$ cat src/rtl/input_cond_pkg.sv
// Shared types and constants for the board input conditioner.
// Holds the debounce FSM state encoding and the synchronizer depth.
package input_cond_pkg;

  typedef enum logic [1:0] {
    S_LO,
    S_RISE,
    S_HI,
    S_FALL
  } debounce_state_t;

  localparam int SYNC_STAGES = 2;

endpackage : input_cond_pkg

$ cat src/rtl/debounce_channel.sv
// One button channel: 2-FF synchronizer, debounce FSM with stable-sample counter,
// and registered one-cycle press/release pulses.
module debounce_channel
  import input_cond_pkg::*;
#(
  parameter int DEBOUNCE_CYCLES = 100000
) (
  input  logic clk,
  input  logic reset,
  input  logic raw,
  output logic level,
  output logic press_pulse,
  output logic release_pulse
);

  localparam int CNT_W = (DEBOUNCE_CYCLES < 1) ? 1 : $clog2(DEBOUNCE_CYCLES + 1);
  localparam logic [CNT_W-1:0] CNT_LAST = CNT_W'(DEBOUNCE_CYCLES - 1);
  localparam bit ACCEPT_FIRST = (DEBOUNCE_CYCLES == 1);

  logic [SYNC_STAGES-1:0] sync_q;
  logic                   s;

  debounce_state_t state, state_next;
  logic [CNT_W-1:0] cnt, cnt_next;
  logic             level_q, level_next;
  logic             press_q, press_next;
  logic             release_q, release_next;

  assign s = sync_q[SYNC_STAGES-1];

  always_ff @(posedge clk or negedge reset) begin
    if (!reset) begin
      sync_q    <= '0;
      state     <= S_LO;
      cnt       <= '0;
      level_q   <= 1'b0;
      press_q   <= 1'b0;
      release_q <= 1'b0;
    end else begin
      sync_q    <= {sync_q[SYNC_STAGES-2:0], raw};
      state     <= state_next;
      cnt       <= cnt_next;
      level_q   <= level_next;
      press_q   <= press_next;
      release_q <= release_next;
    end
  end

  // cnt holds the number of stable samples already seen, so the sample being
  // evaluated now is number cnt+1; the change is accepted on sample DEBOUNCE_CYCLES.
  always_comb begin
    state_next   = state;
    cnt_next     = cnt;
    level_next   = level_q;
    press_next   = 1'b0;
    release_next = 1'b0;
    unique case (state)
      S_LO: begin
        if (s) begin
          if (ACCEPT_FIRST) begin
            state_next = S_HI;
            cnt_next   = '0;
            level_next = 1'b1;
            press_next = 1'b1;
          end else begin
            state_next = S_RISE;
            cnt_next   = CNT_W'(1);
          end
        end else begin
          cnt_next = '0;
        end
      end
      S_RISE: begin
        if (!s) begin
          state_next = S_LO;
          cnt_next   = '0;
        end else if (cnt == CNT_LAST) begin
          state_next = S_HI;
          cnt_next   = '0;
          level_next = 1'b1;
          press_next = 1'b1;
        end else begin
          cnt_next = cnt + CNT_W'(1);
        end
      end
      S_HI: begin
        if (!s) begin
          if (ACCEPT_FIRST) begin
            state_next   = S_LO;
            cnt_next     = '0;
            level_next   = 1'b0;
            release_next = 1'b1;
          end else begin
            state_next = S_FALL;
            cnt_next   = CNT_W'(1);
          end
        end else begin
          cnt_next = '0;
        end
      end
      S_FALL: begin
        if (s) begin
          state_next = S_HI;
          cnt_next   = '0;
        end else if (cnt == CNT_LAST) begin
          state_next   = S_LO;
          cnt_next     = '0;
          level_next   = 1'b0;
          release_next = 1'b1;
        end else begin
          cnt_next = cnt + CNT_W'(1);
        end
      end
      default: begin
        state_next = S_LO;
        cnt_next   = '0;
      end
    endcase
  end

  assign level         = level_q;
  assign press_pulse   = press_q;
  assign release_pulse = release_q;

endmodule : debounce_channel

$ cat src/rtl/input_conditioner.sv
// Cleans raw board inputs for processor_top: debounced buttons with press/release
// pulses, and synchronized (unfiltered) switches.
module input_conditioner
  import input_cond_pkg::*;
#(
  parameter int NUM_BTN         = 2,
  parameter int SW_WIDTH        = 16,
  parameter int DEBOUNCE_CYCLES = 100000
) (
  input  logic                clk,
  input  logic                reset,
  input  logic [NUM_BTN-1:0]  btn_i,
  input  logic [SW_WIDTH-1:0] sw_i,
  output logic [NUM_BTN-1:0]  btn_level_o,
  output logic [NUM_BTN-1:0]  btn_press_o,
  output logic [NUM_BTN-1:0]  btn_release_o,
  output logic [SW_WIDTH-1:0] sw_o
);

  logic [SYNC_STAGES-1:0][SW_WIDTH-1:0] sw_sync;

  for (genvar g = 0; g < NUM_BTN; g++) begin : gen_btn
    debounce_channel #(
      .DEBOUNCE_CYCLES(DEBOUNCE_CYCLES)
    ) u_chan (
      .clk          (clk),
      .reset        (reset),
      .raw          (btn_i[g]),
      .level        (btn_level_o[g]),
      .press_pulse  (btn_press_o[g]),
      .release_pulse(btn_release_o[g])
    );
  end

  // Switches are slow, static settings, so synchronizing is enough.
  always_ff @(posedge clk or negedge reset) begin
    if (!reset) begin
      sw_sync <= '0;
    end else begin
      sw_sync <= {sw_sync[SYNC_STAGES-2:0], sw_i};
    end
  end

  assign sw_o = sw_sync[SYNC_STAGES-1];

endmodule : input_conditioner
$ cat config.mk
export PLATFORM = sky130hd
export DESIGN_NAME = input_conditioner
export DESIGN_NICKNAME = d
export VERILOG_FILES = /design/src/rtl/input_cond_pkg.sv /design/src/rtl/debounce_channel.sv /design/src/rtl/input_conditioner.sv
export SDC_FILE = /design/constraint.sdc
export NUM_CORES = 1
export LEC_CHECK = 0
export CORE_MARGIN = 3
export CORE_UTILIZATION = 54
export CTS_CLUSTER_SIZE = 10
export DETAILED_ROUTE_END_ITERATION = 8
export PLACE_DENSITY = 0.78
export SLEW_MARGIN = 20
export SYNTH_ARGS = -nofsm -noshare
export SYNTH_HDL_FRONTEND = slang
export SYNTH_SLANG_ARGS = --single-unit
$ cat constraint.sdc
create_clock -name clk -period 2.5 [get_ports clk]
set_clock_uncertainty 0.15 [all_clocks]
set_input_delay 0.375 -clock clk [delete_from_list [all_inputs] [get_ports clk]]
set_output_delay 0.375 -clock clk [all_outputs]
set_load 0.05 [all_outputs]
==> impl_metrics.yaml <==
status:
  outcome: "finished clean"
route:
  avgViaCountPerCell: 5.216
  wl_per_cell_um: 13.94
  drt_wl_total_mm: 5.159
  met3_length_um: 224
  route.met2.wl_mm: 2.654
  drt_iter0_drc: 98
  highest_layer: "met4"
  drc: 0
  routed-via-count: 1930
  postRouteAntennaNets: 0
  dr.pass1.iters: 4
  wl_met1_mm: 2.175
floorplanning:
  num_rows: 27
  ios: 42
  initial_utilization_pct: 56.54
  dieHeight_um: 82.63
  die_x_um: 82.63
  die-area_sq_um: 6827
  core_sq_um: 5608
pwr:
  ir_worst_vdd_uv: 575.8
  p_leak_nw: 1.522
  p_per_area_nw_per_um2: 667.3
clock_tree:
  cts_htree_levels: 3
  cts_buffers: 9
  clk_pin_slew_worst_paths_ns: 0.08
  tritoncts: "yes"
  cts.sinks: 80
  clk_latency_ns: 0.34
  clk_path_buf_depth: 2
  cts_setup_buffers: 0
  clock-root-buffer: "clkbuf_8"
worst_hold_path:
  hold_path.class: "flip-flop to flip-flop"
synth:
  synth_seq_area_share_pct: 63.14
  synth_cell_types: 34
  syn_area_per_cell_sq_um: 11.96
  synth_area_leaders: "dfrtp_1 (63%), buf_4 (5.2%), xnor2_1 (4.4%)"
  synth-edff-count: 0
  synth_warnings: 0
  synth_common_cells: "dfrtp_1 (80), nor2_1 (35), buf_4 (22)"
  async_flop_share_pct: 100.0
  synth_area_leader_cell: "dfrtp_1"
  synth-seq-cells: 80
  synth_cells: 265
  synth_top_area_share_pct: 63.14
  synth_nets: 287
  synth_most_common_cell: "dfrtp_1"
  ys.flop_type: "dfrtp_1"
  synthesis.area_sq_um: 3171
sta:
  min_period_over_period_pct: 86.59
  period_needed_ns: 2.165
  worstMarginPinSlew_ns: 0.5227
  fmax_mhz: 462.0
  setup_viol: 0
  slew_viol_final: 0
  fin_setup_tns_ns: 0
  slew_headroom_pct: 65.05
  timing.final.hold_violations: 0
  rsz0062_at_grt: "false"
placed_design:
  gp_congestion: 0.8620
  hpwl_mm: 3.458
  portBuffers: 41
  place_area_sq_um: 3492
worst_setup_path:
  cp_max_fo: 16
  cp_cell_sequence: "ha_1 > and4_1 > and4_1 > or3_1 > a21oi_1"
  crit_family: "simple AND/OR/NAND/NOR gates"
  critPathRequiredTime_ns: 2.61
  cp_common_cell: "and4_1"
  arrival_ns: 2.28
  critPathLaunchType: "flip-flop"
  cpPeakStageDelay_ns: 0.58
  endpoint_kind: "flip-flop"
  cp.buffers_inverters: 0
  crit_type: "flip-flop to flip-flop"
  slowest_stage: "or3_1"
job:
  drv_cap: 0
finish:
  nets: 315
  finalInstanceArea_sq_um: 3716
  fin_util_pct: 66.27
  diodes: 0
  layout-drive-gt1-share_pct: 7.718
  synthToLayoutAreaGrowth_pct: 17.21
  fillers: 416
global_route:
  grt_pass1_wl_mm: 8.887
  antenna_found_initial: 0
  grt_max_degree: 44
  grt.total_usage_pct: 18.07
  first_global_vias: 1901
  overflow: 0
## area by class of cell
class	count	area, sq um	share of cell area [%]
timing repair buffer	44	445.4	11.99
multi-input combinational	148	927.1	24.95
clock buffer	11	151.4	4.074
clock inverter	5	62.56	1.684
inverter	10	37.54	1.010
tap	72	90.09	2.424
sequential	80	2002	53.87
## worst register-to-register path, cell delays in order (launching register included)
cell and delay (ns):
dfrtp_1 0.41, ha_1 0.26, and4_1 0.26, and4_1 0.22
or3_1 0.58, a21oi_1 0.21
## per-layer routing
layer | vias up | global-route usage [%]
li1 | 937 | -
met1 | 939 | 21.21
met2 | 42 | 29.81
met3 | 12 | 7.050
met4 | 0 | 7.190
met5 | - | 0
## worst paths after layout
check | startpoint | endpoint | slack (ns) | cells after the start
max | gen_btn[1].u_chan.cnt[0]$_DFF_PN0_ | gen_btn[1].u_chan.cnt[15]$_DFF_PN0_ | 0.34 | 5
min | sw_sync[15]$_DFF_PN0_ | sw_o[15]$_DFF_PN0_ | 0.20 | 0
max reg2reg | gen_btn[1].u_chan.cnt[0]$_DFF_PN0_ | gen_btn[1].u_chan.cnt[15]$_DFF_PN0_ | 0.34 | 5
min reg2reg | sw_sync[15]$_DFF_PN0_ | sw_o[15]$_DFF_PN0_ | 0.20 | 0
max in group asynchronous | reset | gen_btn[1].u_chan.cnt[9]$_DFF_PN0_ | 1.22 | 3
min in group asynchronous | reset | sw_sync[1]$_DFF_PN0_ | 0.40 | 2
## cell usage in the layout (no fill, tap or decap), types with 2 or more instances in the layout
cell type         n
a211oi_1          2
a21oi_1           3
and2_1            2
and4_1            5
buf_4             2
clkbuf_8         11
clkdlybuf4s50_1  40
clkinvlp_4        2
dfrtp_1          80
ha_1              2
inv_1            10
nand2_1           9
nand3_1          12
nand4_1          13
nor2_1           35
nor3_1            5
nor4_1            6
nor4b_1           2
o21ai_0           7
or3_1             4
or4_1             2
xnor2_1          16
xor2_1           13
## sequential cells by signal, indices dropped and copies added, names as in the netlist, named ones only
name / count
gen_btn.u_chan.press_pulse: 2
gen_btn.u_chan.sync_q: 4
sw_o: 16
gen_btn.u_chan.cnt: 34
gen_btn.u_chan.state: 2
gen_btn.u_chan.level: 2
gen_btn.u_chan.release_pulse: 2
sw_sync: 16
## cell families after synthesis
logic type | count (synthesis) | synth area share (%)
flops | 80 | 63.14
xor+xnor | 29 | 8.011
fa+ha+maj | 2 | 0.7891
buf+inv | 37 | 7.616
compound gates | 15 | 2.802
simple gates | 102 | 17.64
## repair_timing
item	CTS	global route
gates resized for setup	0	0
hold buffers	1	0
endpoints found under the hold margin	42	0
## report_power, final
group | leakage (nW) | internal [mW] | switching, mW
clock | 0.102 | 0.521 | 0.460
combinational | 0.395 | 0.0592 | 0.0957
sequential | 1.03 | 1.33 | 0.0163
total | 1.52 | 1.91 | 0.572
## metrics by stage
step	total power, mW	instances	worst slack, ns	hold slack, ns
2_1_floorplan	1.457	265	0.4565	-0.07059
3_3_place_gp	1.522	353	0.3866	0.1811
3_5_place_dp	1.527	353	0.3265	0.1847
4_1_cts	2.509	370	0.3058	0.2030
5_1_grt	2.592	370	0.1845	0.2082
6_report	2.480	370	0.3353	0.2010
Note: power is estimated with default switching activity, not from simulation.
